===== config.mk =====
export PLATFORM = sky130hd
export DESIGN_NAME = prefix_sub_pipe
export DESIGN_NICKNAME = d
export VERILOG_FILES = /design/src/rtl/prefix_pkg.sv /design/src/rtl/prefix_merge_cell.sv /design/src/rtl/prefix_sub_pipe.sv
export SDC_FILE = /design/constraint.sdc
export NUM_CORES = 1
export LEC_CHECK = 0
export ABC_AREA = 1
export BUFFER_PORTS_ARGS = -buffer_cell sky130_fd_sc_hd__buf_2
export CAP_MARGIN = 30
export CELL_PAD_IN_SITES_DETAIL_PLACEMENT = 1
export CELL_PAD_IN_SITES_GLOBAL_PLACEMENT = 1
export CORE_ASPECT_RATIO = 2
export CORE_MARGIN = 5
export CORE_UTILIZATION = 45
export DETAILED_ROUTE_END_ITERATION = 10
export PLACE_DENSITY_LB_ADDON = 0.15
export SLEW_MARGIN = 15
export SYNTH_ARGS = -nofsm -noshare
export SYNTH_HDL_FRONTEND = slang
export SYNTH_SLANG_ARGS = --single-unit

===== constraint.sdc =====
create_clock -name clk -period 2.89 [get_ports clk]
set_clock_uncertainty 0.1 [all_clocks]
set_input_delay 0.289 -clock clk [delete_from_list [all_inputs] [get_ports clk]]
set_output_delay 0.289 -clock clk [all_outputs]
set_load 0.05 [all_outputs]

===== src/rtl/prefix_pkg.sv =====
// Shared constants and helpers for the prefix adder/subtractor family.
// Level counts are functions so each instance can size itself from its own WIDTH.
package prefix_pkg;

    localparam int DEF_WIDTH = 32;
    localparam int SUB_LAT   = 3;

    function automatic int clog2(input int value);
        int res;
        res = 0;
        for (int i = 0; i < 31; i++) begin
            if ((1 << i) < value) begin
                res = i + 1;
            end
        end
        return res;
    endfunction

    function automatic int prefix_levels(input int width);
        return clog2(width);
    endfunction

    // Levels 1..split_level run ahead of the first register, the rest after it.
    function automatic int split_level(input int width);
        return (clog2(width) + 1) / 2;
    endfunction

    localparam int L     = prefix_levels(DEF_WIDTH);
    localparam int SPLIT = split_level(DEF_WIDTH);

endpackage


===== src/rtl/prefix_merge_cell.sv =====
// Kogge-Stone (G,P) merge: combines a high group with the adjacent lower group.
module prefix_merge_cell (
    input  logic g_hi,
    input  logic p_hi,
    input  logic g_lo,
    input  logic p_lo,
    output logic g_o,
    output logic p_o
);

    assign g_o = g_hi | (p_hi & g_lo);
    assign p_o = p_hi & p_lo;

endmodule


===== src/rtl/prefix_sub_pipe.sv =====
// Three-stage pipelined Kogge-Stone subtractor (a + ~b + 1) with valid/ready on
// both sides, producing difference, borrow, zero and signed-overflow flags.
module prefix_sub_pipe
    import prefix_pkg::*;
#(
    parameter int WIDTH = DEF_WIDTH,
    parameter int TAG_W = 4
) (
    input  logic             clk,
    input  logic             rst,
    input  logic             in_valid,
    output logic             in_ready,
    input  logic [WIDTH-1:0] in_a,
    input  logic [WIDTH-1:0] in_b,
    input  logic [TAG_W-1:0] in_tag,
    output logic             out_valid,
    input  logic             out_ready,
    output logic [WIDTH-1:0] out_diff,
    output logic             out_borrow,
    output logic             out_zero,
    output logic             out_ovf,
    output logic [TAG_W-1:0] out_tag
);

    localparam int LVLS = prefix_levels(WIDTH);
    localparam int SPL  = split_level(WIDTH);

    logic             ld1, ld2, ld3, accept;
    logic             v1_q, v1_d, v2_q, v2_d, v3_q, v3_d;
    logic [WIDTH-1:0] s1_g_q, s1_g_d, s1_p_q, s1_p_d, s1_pv_q, s1_pv_d;
    logic             s1_amsb_q, s1_amsb_d;
    logic [TAG_W-1:0] s1_tag_q, s1_tag_d;
    logic [WIDTH-1:0] s2_c_q, s2_c_d, s2_pv_q, s2_pv_d;
    logic             s2_amsb_q, s2_amsb_d, s2_zero_q, s2_zero_d;
    logic [TAG_W-1:0] s2_tag_q, s2_tag_d;
    logic [WIDTH-1:0] diff_q, diff_d;
    logic             borrow_q, borrow_d, zero_q, zero_d, ovf_q, ovf_d;
    logic [TAG_W-1:0] tag_q, tag_d;

    logic [WIDTH-1:0] g_in, p_in;
    assign g_in = in_a & ~in_b;
    assign p_in = in_a ^ ~in_b;

    genvar gl, gi;
    for (gl = 0; gl <= LVLS; gl++) begin : gen_lvl
        logic [WIDTH-1:0] g_o, p_o;
        if (gl == 0) begin : gen_base
            // Carry-in of 1 is absorbed into bit 0's generate.
            assign g_o = {g_in[WIDTH-1:1], g_in[0] | p_in[0]};
            assign p_o = p_in;
        end else begin : gen_merge
            localparam int SPAN = 1 << (gl - 1);
            logic [WIDTH-1:0] g_src, p_src;
            if (gl == SPL + 1) begin : gen_from_reg
                assign g_src = s1_g_q;
                assign p_src = s1_p_q;
            end else begin : gen_from_comb
                assign g_src = gen_lvl[gl-1].g_o;
                assign p_src = gen_lvl[gl-1].p_o;
            end
            for (gi = 0; gi < WIDTH; gi++) begin : gen_bit
                if (gi < SPAN) begin : gen_pass
                    assign g_o[gi] = g_src[gi];
                    assign p_o[gi] = p_src[gi];
                end else begin : gen_cell
                    prefix_merge_cell u_cell (
                        .g_hi(g_src[gi]),
                        .p_hi(p_src[gi]),
                        .g_lo(g_src[gi-SPAN]),
                        .p_lo(p_src[gi-SPAN]),
                        .g_o (g_o[gi]),
                        .p_o (p_o[gi])
                    );
                end
            end
        end
    end

    // Each stage loads when empty or when it hands its contents downstream.
    assign ld3      = ~v3_q | out_ready;
    assign ld2      = ~v2_q | ld3;
    assign ld1      = ~v1_q | ld2;
    assign in_ready = ld1 & ~rst;
    assign accept   = in_valid & in_ready;

    always_comb begin
        v1_d      = ld1 ? accept : v1_q;
        v2_d      = ld2 ? v1_q : v2_q;
        v3_d      = ld3 ? v2_q : v3_q;

        s1_g_d    = s1_g_q;
        s1_p_d    = s1_p_q;
        s1_pv_d   = s1_pv_q;
        s1_amsb_d = s1_amsb_q;
        s1_tag_d  = s1_tag_q;
        if (accept) begin
            s1_g_d    = gen_lvl[SPL].g_o;
            s1_p_d    = gen_lvl[SPL].p_o;
            s1_pv_d   = p_in;
            s1_amsb_d = in_a[WIDTH-1];
            s1_tag_d  = in_tag;
        end

        s2_c_d    = s2_c_q;
        s2_pv_d   = s2_pv_q;
        s2_amsb_d = s2_amsb_q;
        s2_zero_d = s2_zero_q;
        s2_tag_d  = s2_tag_q;
        if (ld2 && v1_q) begin
            s2_c_d    = gen_lvl[LVLS].g_o;
            s2_pv_d   = s1_pv_q;
            s2_amsb_d = s1_amsb_q;
            // Full-span group propagate is set only when every bit of a equals b.
            s2_zero_d = &gen_lvl[LVLS].p_o;
            s2_tag_d  = s1_tag_q;
        end

        diff_d   = diff_q;
        borrow_d = borrow_q;
        zero_d   = zero_q;
        ovf_d    = ovf_q;
        tag_d    = tag_q;
        if (ld3 && v2_q) begin
            diff_d   = s2_pv_q ^ {s2_c_q[WIDTH-2:0], 1'b1};
            borrow_d = ~s2_c_q[WIDTH-1];
            zero_d   = s2_zero_q;
            // p[MSB] low means the operand signs differ.
            ovf_d    = ~s2_pv_q[WIDTH-1] & (diff_d[WIDTH-1] ^ s2_amsb_q);
            tag_d    = s2_tag_q;
        end
    end

    always_ff @(posedge clk) begin
        if (rst) begin
            v1_q      <= 1'b0;
            v2_q      <= 1'b0;
            v3_q      <= 1'b0;
            s1_g_q    <= '0;
            s1_p_q    <= '0;
            s1_pv_q   <= '0;
            s1_amsb_q <= 1'b0;
            s1_tag_q  <= '0;
            s2_c_q    <= '0;
            s2_pv_q   <= '0;
            s2_amsb_q <= 1'b0;
            s2_zero_q <= 1'b0;
            s2_tag_q  <= '0;
            diff_q    <= '0;
            borrow_q  <= 1'b0;
            zero_q    <= 1'b0;
            ovf_q     <= 1'b0;
            tag_q     <= '0;
        end else begin
            v1_q      <= v1_d;
            v2_q      <= v2_d;
            v3_q      <= v3_d;
            s1_g_q    <= s1_g_d;
            s1_p_q    <= s1_p_d;
            s1_pv_q   <= s1_pv_d;
            s1_amsb_q <= s1_amsb_d;
            s1_tag_q  <= s1_tag_d;
            s2_c_q    <= s2_c_d;
            s2_pv_q   <= s2_pv_d;
            s2_amsb_q <= s2_amsb_d;
            s2_zero_q <= s2_zero_d;
            s2_tag_q  <= s2_tag_d;
            diff_q    <= diff_d;
            borrow_q  <= borrow_d;
            zero_q    <= zero_d;
            ovf_q     <= ovf_d;
            tag_q     <= tag_d;
        end
    end

    assign out_valid  = v3_q;
    assign out_diff   = diff_q;
    assign out_borrow = borrow_q;
    assign out_zero   = zero_q;
    assign out_ovf    = ovf_q;
    assign out_tag    = tag_q;

endmodule


### After elaboration in Yosys (flattened, before gate mapping)

Index checks and enable logic that the tools add are counted.

| word-level totals | value |
|---|---|
| logic and storage cells | 426 |
| register bits | 213 |
| output and inout port bits | 41 |

| operators by class | value |
|---|---|
| reduce and logical (&&, ||, !) cells | 3 |
| bitwise logic cells | 405 |

Operators with widths:

| cell | number |
|---|---|
| 1-bit AND | 261 |
| 1-bit bitwise OR | 133 |
| 32-bit XOR | 2 |
| 32-bit AND | 1 |
| 32-bit inverter | 1 |
| 32-bit AND reduction | 1 |
| 1-bit inverter | 6 |
| 1-bit logical AND | 2 |
| 1-bit XOR | 1 |

### Longest topological paths before layout

| logic depth | value |
|---|---|
| depth in word-level cells | 9 |
| gate-level depth with buffers | 10 |
| gate-level depth less buffers | 10 |

### By module

Synthesis repeated with hierarchy kept, for this count alone.

| unflattened totals | value |
|---|---|
| cells, all modules | 1664 |
| area, all modules | 10731.5 µm² |

Modules (own cells, without submodules):

| module | area each (µm²) | instances | cells an instance | sequential area each (µm²) |
|---|---|---|---|---|
| prefix_sub_pipe | 8310.5 | 1 | 1019 | 4244.1 |
| prefix_merge_cell | 18.8 | 129 | 5 | 0.0 |

### Worst setup path after synthesis

OpenSTA, ideal clock, no wires.

| path | value |
|---|---|
| path kind | register -> register |
| start point | reg v3_q, in the netlist out_valid |
| end point | reg s2_amsb_q |
| path buffers | 2 |
| required time | 2.674 ns |
| slack | 1.207 ns |
| arrival | 1.467 ns |
| stages on the path, launching flop included | 8 |
| period minus slack after synthesis | 1.683 ns |
| cells stage by stage | dfxtp_1 nand3_1 nand2_2 inv_2 buf_4 buf_2 nor2_1 nor2_1 |

| between the ends | value |
|---|---|
| cells in the longest elaborated chain, start to end | 4 |

RTL lines:

| item | RTL line | text |
|---|---|---|
| from (decl) | prefix_sub_pipe.sv:29 | `logic v1_q, v1_d, v2_q, v2_d, v3_q, v3_d;` |
| from (signal assigned) | prefix_sub_pipe.sv:156 | `v3_q <= v3_d;` |
| 1-bit inverter | prefix_sub_pipe.sv:80 | `assign ld3 = ~v3_q \| out_ready;` |
| 1-bit bitwise OR | prefix_sub_pipe.sv:80 |  |
| 1-bit bitwise OR | prefix_sub_pipe.sv:81 | `assign ld2 = ~v2_q \| ld3;` |
| 1-bit logical AND | prefix_sub_pipe.sv:109 | `if (ld2 && v1_q) begin` |
| to (signal assigned) | prefix_sub_pipe.sv:164 | `s2_amsb_q <= s2_amsb_d;` |
| to (decl) | prefix_sub_pipe.sv:34 | `logic s2_amsb_q, s2_amsb_d, s2_zero_q, s2_zero_d;` |

Every way passes these cells.
A chain may end at the register's enable or synchronous reset.

### Worst setup path after layout

| path | value |
|---|---|
| start point | reg v3_q, in the netlist out_valid |
| end point | reg s1_g_q[7], in the netlist gen_lvl[4].gen_merge.g_src[7] |

| between the ends | value |
|---|---|
| cells in the longest elaborated chain, start to end | 6 |

RTL lines:

| item | RTL line | text |
|---|---|---|
| 1-bit inverter | prefix_sub_pipe.sv:80 |  |
| 1-bit bitwise OR | prefix_sub_pipe.sv:80 |  |
| 1-bit bitwise OR | prefix_sub_pipe.sv:81 |  |
| 1-bit bitwise OR | prefix_sub_pipe.sv:82 | `assign ld1 = ~v1_q \| ld2;` |
| 1-bit AND | prefix_sub_pipe.sv:83 | `assign in_ready = ld1 & ~rst;` |
| 1-bit AND | prefix_sub_pipe.sv:84 | `assign accept = in_valid & in_ready;` |
| to (signal assigned) | prefix_sub_pipe.sv:157 | `s1_g_q <= s1_g_d;` |
| to (decl) | prefix_sub_pipe.sv:30 | `logic [WIDTH-1:0] s1_g_q, s1_g_d, s1_p_q, s1_p_d, s1_pv_q, s1_pv_d;` |

Every way passes these cells.

==> impl_results.rst <==
.. list-table::
   :header-rows: 1

   * - Metric
     - Value
   * - Sink Count
     - 212
   * - Clk Tree Root Cell
     - sky130_fd_sc_hd__clkbuf_16
   * - Post-CTS setup buffer count
     - 0
   * - Critical R2R Launch
     - out_valid
   * - Termination of the worst setup path
     - gen_lvl[4].gen_merge.g_src[7]
   * - Number of global-route vias before repair
     - between 8000 and 9000
   * - Standard-cell rows
     - between 70 and 80
   * - Number of buffers and inverters on the critical path
     - 2
   * - Largest fanout on the critical path
     - 36
   * - Data arrival time of the critical path
     - roughly 2.1 ns
   * - Flip-flop and latch count after synthesis
     - 212
   * - Remaining antenna violation count
     - 0
   * - Setup repair after global routing missed its margin
     - false
   * - GRT Residual Overflow
     - 0
   * - CP startpoint kind
     - flip-flop
   * - Detailed-route wire length
     - 27.03 mm
   * - Instance count on the critical path
     - 6
   * - Cts bufs inserted
     - 19
   * - Die span in x
     - 112.2 µm
   * - Sequential area share after synthesis
     - roughly 45%
   * - Number of design rule violations left after detail routing
     - 0
   * - Total nets after synthesis
     - around 1400
   * - DRT Pass-1 Iters
     - 5
   * - Result of the run
     - finished, final reports clean
   * - Commonest cells post-synth
     - 309 x sky130_fd_sc_hd__nand2_1, 212 x sky130_fd_sc_hd__dfxtp_1, 142 x sky130_fd_sc_hd__nor2_1
   * - Crit. Startpoint
     - out_valid
   * - Gate family responsible for the most delay along the worst path
     - buffers and inverters
   * - Area growth from synthesis to final layout
     - 14.47%
   * - Setup slack of the most critical reg-to-reg path
     - between 1 and 1.5 ns
   * - Inst Count DP
     - 1631
   * - Ys async rst share
     - 0%
   * - Global-route usage over all layers
     - a little over a fifth
   * - Netlist cell types
     - 24
   * - Length in cells of the worst reg-to-reg path
     - 6
   * - Ports placed on the boundary
     - 113
   * - Max-cap check violation count
     - 0
   * - Biggest area consumer among synthesized cells
     - sky130_fd_sc_hd__dfxtp_1
   * - Reported leakage power
     - roughly 4.8 nW
   * - Detail-routed net length per standard cell
     - about 16 µm
   * - Initial antenna violation count
     - 0
   * - FILL cells
     - 2734
   * - Required time worst endpoint
     - approximately 3.2 ns
   * - Dominant cell by count in the synthesized netlist
     - sky130_fd_sc_hd__nand2_1
   * - Synthesized instance count
     - around 1300
   * - Vias after detailed routing
     - between 8000 and 9000
   * - Post-DP HPWL
     - 19.68 mm
   * - Placer congestion estimate
     - 0.8216
   * - Share of the synthesized area in the top cell type
     - 45.14%
   * - Worst Hold Class
     - in -> reg
   * - R2r endpoint
     - gen_lvl[4].gen_merge.g_src[7]
   * - Fraction of layout instances using a drive strength above 1
     - 11.21%
   * - DR vias/cell
     - about 5.2
   * - Final standard cell count with taps included and fillers excluded
     - roughly 1700
   * - H-tree depth reported by CTS
     - 1
   * - Total Die Area
     - around 24000 µm²
   * - Setup TNS Final
     - 0 ns
   * - Global-route wire length before repair
     - 44.22 mm
   * - Achievable clock frequency
     - around 550 MHz
   * - Effective utilization at floorplan
     - approximately 46%
   * - Clock input transition at the sequential cells of the worst setup and hold paths
     - 0.07 ns
   * - Worst skew pair latency
     - approximately 0.48 ns
   * - Number of enable flip-flop cells after synthesis
     - 0
   * - Longest Clk Path Bufs
     - 3
   * - TritonCTS clock tree
     - yes
   * - Count of yosys warnings during synthesis
     - 0
   * - Antenna fix cells
     - 0
   * - Number of buffer cells added on primary ports
     - approximately 110
   * - Number of setup violations in the final report
     - 0
   * - Slowest cell delay on critical path
     - about 0.47 ns
   * - Largest net degree at the start of global routing
     - 122
   * - Worst supply voltage drop on vdd
     - roughly 0.00034 V
   * - Area of the core
     - around 20000 µm²
   * - Min cycle time layout
     - 1.828 ns
   * - Main flop type after synthesis
     - sky130_fd_sc_hd__dfxtp_1
   * - Area contributors post-synth
     - sky130_fd_sc_hd__dfxtp_1 45%, sky130_fd_sc_hd__nand2_1 12%, sky130_fd_sc_hd__o21ai_0 7.3%
   * - Worst-path cell chain
     - nand4_1 > nand3_4 > inv_2 > buf_12 > nand3_1 > a21oi_1
   * - Starting DRT DRC Count
     - between 400 and 500
   * - Final Net Count
     - between 1000 and 1500
   * - Synthesized area divided by synthesized cell count
     - about 7.2 µm²
   * - Worst-margin pin slew
     - about 0.90 ns
   * - Worst-case headroom to the max-slew limit
     - about 40%
   * - Setup crit end kind
     - flip-flop
   * - Chip Height
     - roughly 210 µm
   * - Count of final hold-check violations
     - 0
   * - Slowest stage cell, crit path
     - sky130_fd_sc_hd__inv_2
   * - Fraction of the cycle the final worst path needs
     - 63.24%
   * - Count of final max-slew check failures
     - 0
   * - Total power density per cell area
     - about 600 nW/µm²
   * - Post-synthesis cell area
     - roughly 9400 µm²
   * - Critical Setup Path Class
     - reg -> reg
## layer usage
| metal | wire length [µm] | share of wire [%] | vias to the layer above | global-route usage [%] |
|---|---|---|---|---|
| li1 | - | - | 4401 | - |
| met1 | 11630 | 43 | 4132 | 27.18 |
| met2 | 14120 | 52 | 138 | 40.54 |
| met3 | 792 | 2.9 | 27 | 1.666 |
| met4 | 480 | 1.8 | 0 | 5.255 |
| met5 | 0 | 0 | - | 0 |
## worst min path at each step
stage	startpoint	endpoint	slack (ns)	depth (start not counted)
6_report	out_ready	out_valid	0.03	4
5_1_grt	out_ready	out_valid	0.05	4
4_1_cts	out_ready	out_valid	0.02	4
3_5_place_dp	s2_c_q[31]	out_borrow	0.32	1
3_3_place_gp	s2_c_q[31]	out_borrow	0.31	1
2_1_floorplan	in_a[31]	s1_amsb_q	0.30	2
## kinds of logic (layout without fill, tap and decap cells)
kind of cell	Yosys count	count (layout)	share of synthesized area (%)
AO/OA/AOI/OAI	284	284	15.58
XOR/XNOR	31	31	2.888
adder cells (fa/ha/maj)	32	32	4.259
buffers and inverters	182	275	7.852
flip-flops	212	212	45.14
AND/OR/NAND/NOR	567	567	24.27
## power by group
part	switching (mW)	leakage (nW)	internal, mW	total (mW)
combinational	0.596	2.80	0.287	0.883
sequential	0.0940	1.73	3.07	3.16
clock	1.06	0.288	1.32	2.38
total	1.75	4.82	4.67	6.42
## through the flow
stage / power [mW] / hold WS, ns / setup WS (ns) / util (%) / instance area (µm²)
5_1_grt: 6.721 / 0.05136 / 0.8732 / 52.36 / 10760
6_report: 6.424 / 0.02684 / 1.062 / 52.36 / 10760
3_3_place_gp: 4.083 / 0.3146 / 1.013 / 49.31 / 10130
4_1_cts: 6.491 / 0.01676 / 1.030 / 52.36 / 10760
2_1_floorplan: 3.812 / 0.2995 / 1.207 / - / 9402
3_5_place_dp: 4.108 / 0.3158 / 0.9879 / 49.31 / 10130
## tightest hold or removal path, stage by stage
cell,delay [ns]
sky130_fd_sc_hd__buf_2,0.07
sky130_fd_sc_hd__inv_1,0.05
sky130_fd_sc_hd__nand2_1,0.08
sky130_fd_sc_hd__a21oi_1,0.07
## flip-flops by register name (all words and copies together) (netlist names), 4 cells and up
register	count
out_tag	4
s1_tag_q	4
out_diff	32
s1_pv_q	31
gen_lvl.gen_merge.p_src	32
s2_c_q	32
gen_lvl.gen_merge.g_src	32
s2_tag_q	4
s2_pv_q	32
## placed cells by master (no fill, tap or decap)
master,n
sky130_fd_sc_hd__buf_4,7
sky130_fd_sc_hd__inv_2,3
sky130_fd_sc_hd__buf_2,112
sky130_fd_sc_hd__clkbuf_16,19
sky130_fd_sc_hd__nand3_1,102
sky130_fd_sc_hd__inv_8,1
sky130_fd_sc_hd__xnor2_1,31
sky130_fd_sc_hd__dlygate4sd3_1,5
sky130_fd_sc_hd__inv_4,1
sky130_fd_sc_hd__nand3_4,1
sky130_fd_sc_hd__o21bai_1,4
sky130_fd_sc_hd__o31ai_1,1
sky130_fd_sc_hd__clkinv_4,1
sky130_fd_sc_hd__nor2_1,142
sky130_fd_sc_hd__clkinv_2,3
sky130_fd_sc_hd__a21oi_1,121
sky130_fd_sc_hd__clkbuf_1,3
sky130_fd_sc_hd__nand2_1,309
sky130_fd_sc_hd__a21o_1,4
sky130_fd_sc_hd__dfxtp_1,212
sky130_fd_sc_hd__inv_1,112
sky130_fd_sc_hd__o21ai_0,138
sky130_fd_sc_hd__a211oi_1,1
sky130_fd_sc_hd__a31oi_1,15
sky130_fd_sc_hd__nor3_1,10
sky130_fd_sc_hd__nand4_1,2
sky130_fd_sc_hd__clkbuf_8,4
sky130_fd_sc_hd__buf_12,4
sky130_fd_sc_hd__ha_1,32
sky130_fd_sc_hd__nand2_2,1
## area by class of cell
class / count / area [µm²] / area share, %
tap: 266 / 332.8 / 3.093
clock inverter: 5 / 35.03 / 0.3255
clock buffer: 26 / 541.8 / 5.034
timing repair buffer: 128 / 743.2 / 6.906
multi-input combinational: 914 / 4427 / 41.13
inverter: 116 / 437.9 / 4.069
sequential: 212 / 4244 / 39.44
## repair_timing
action,4_1_cts,5_1_grt
setup endpoints to repair,0,0
hold endpoints to repair,5,0
resized for setup,0,0
hold buffers,5,0
Power figures use the tool's default switching activity.
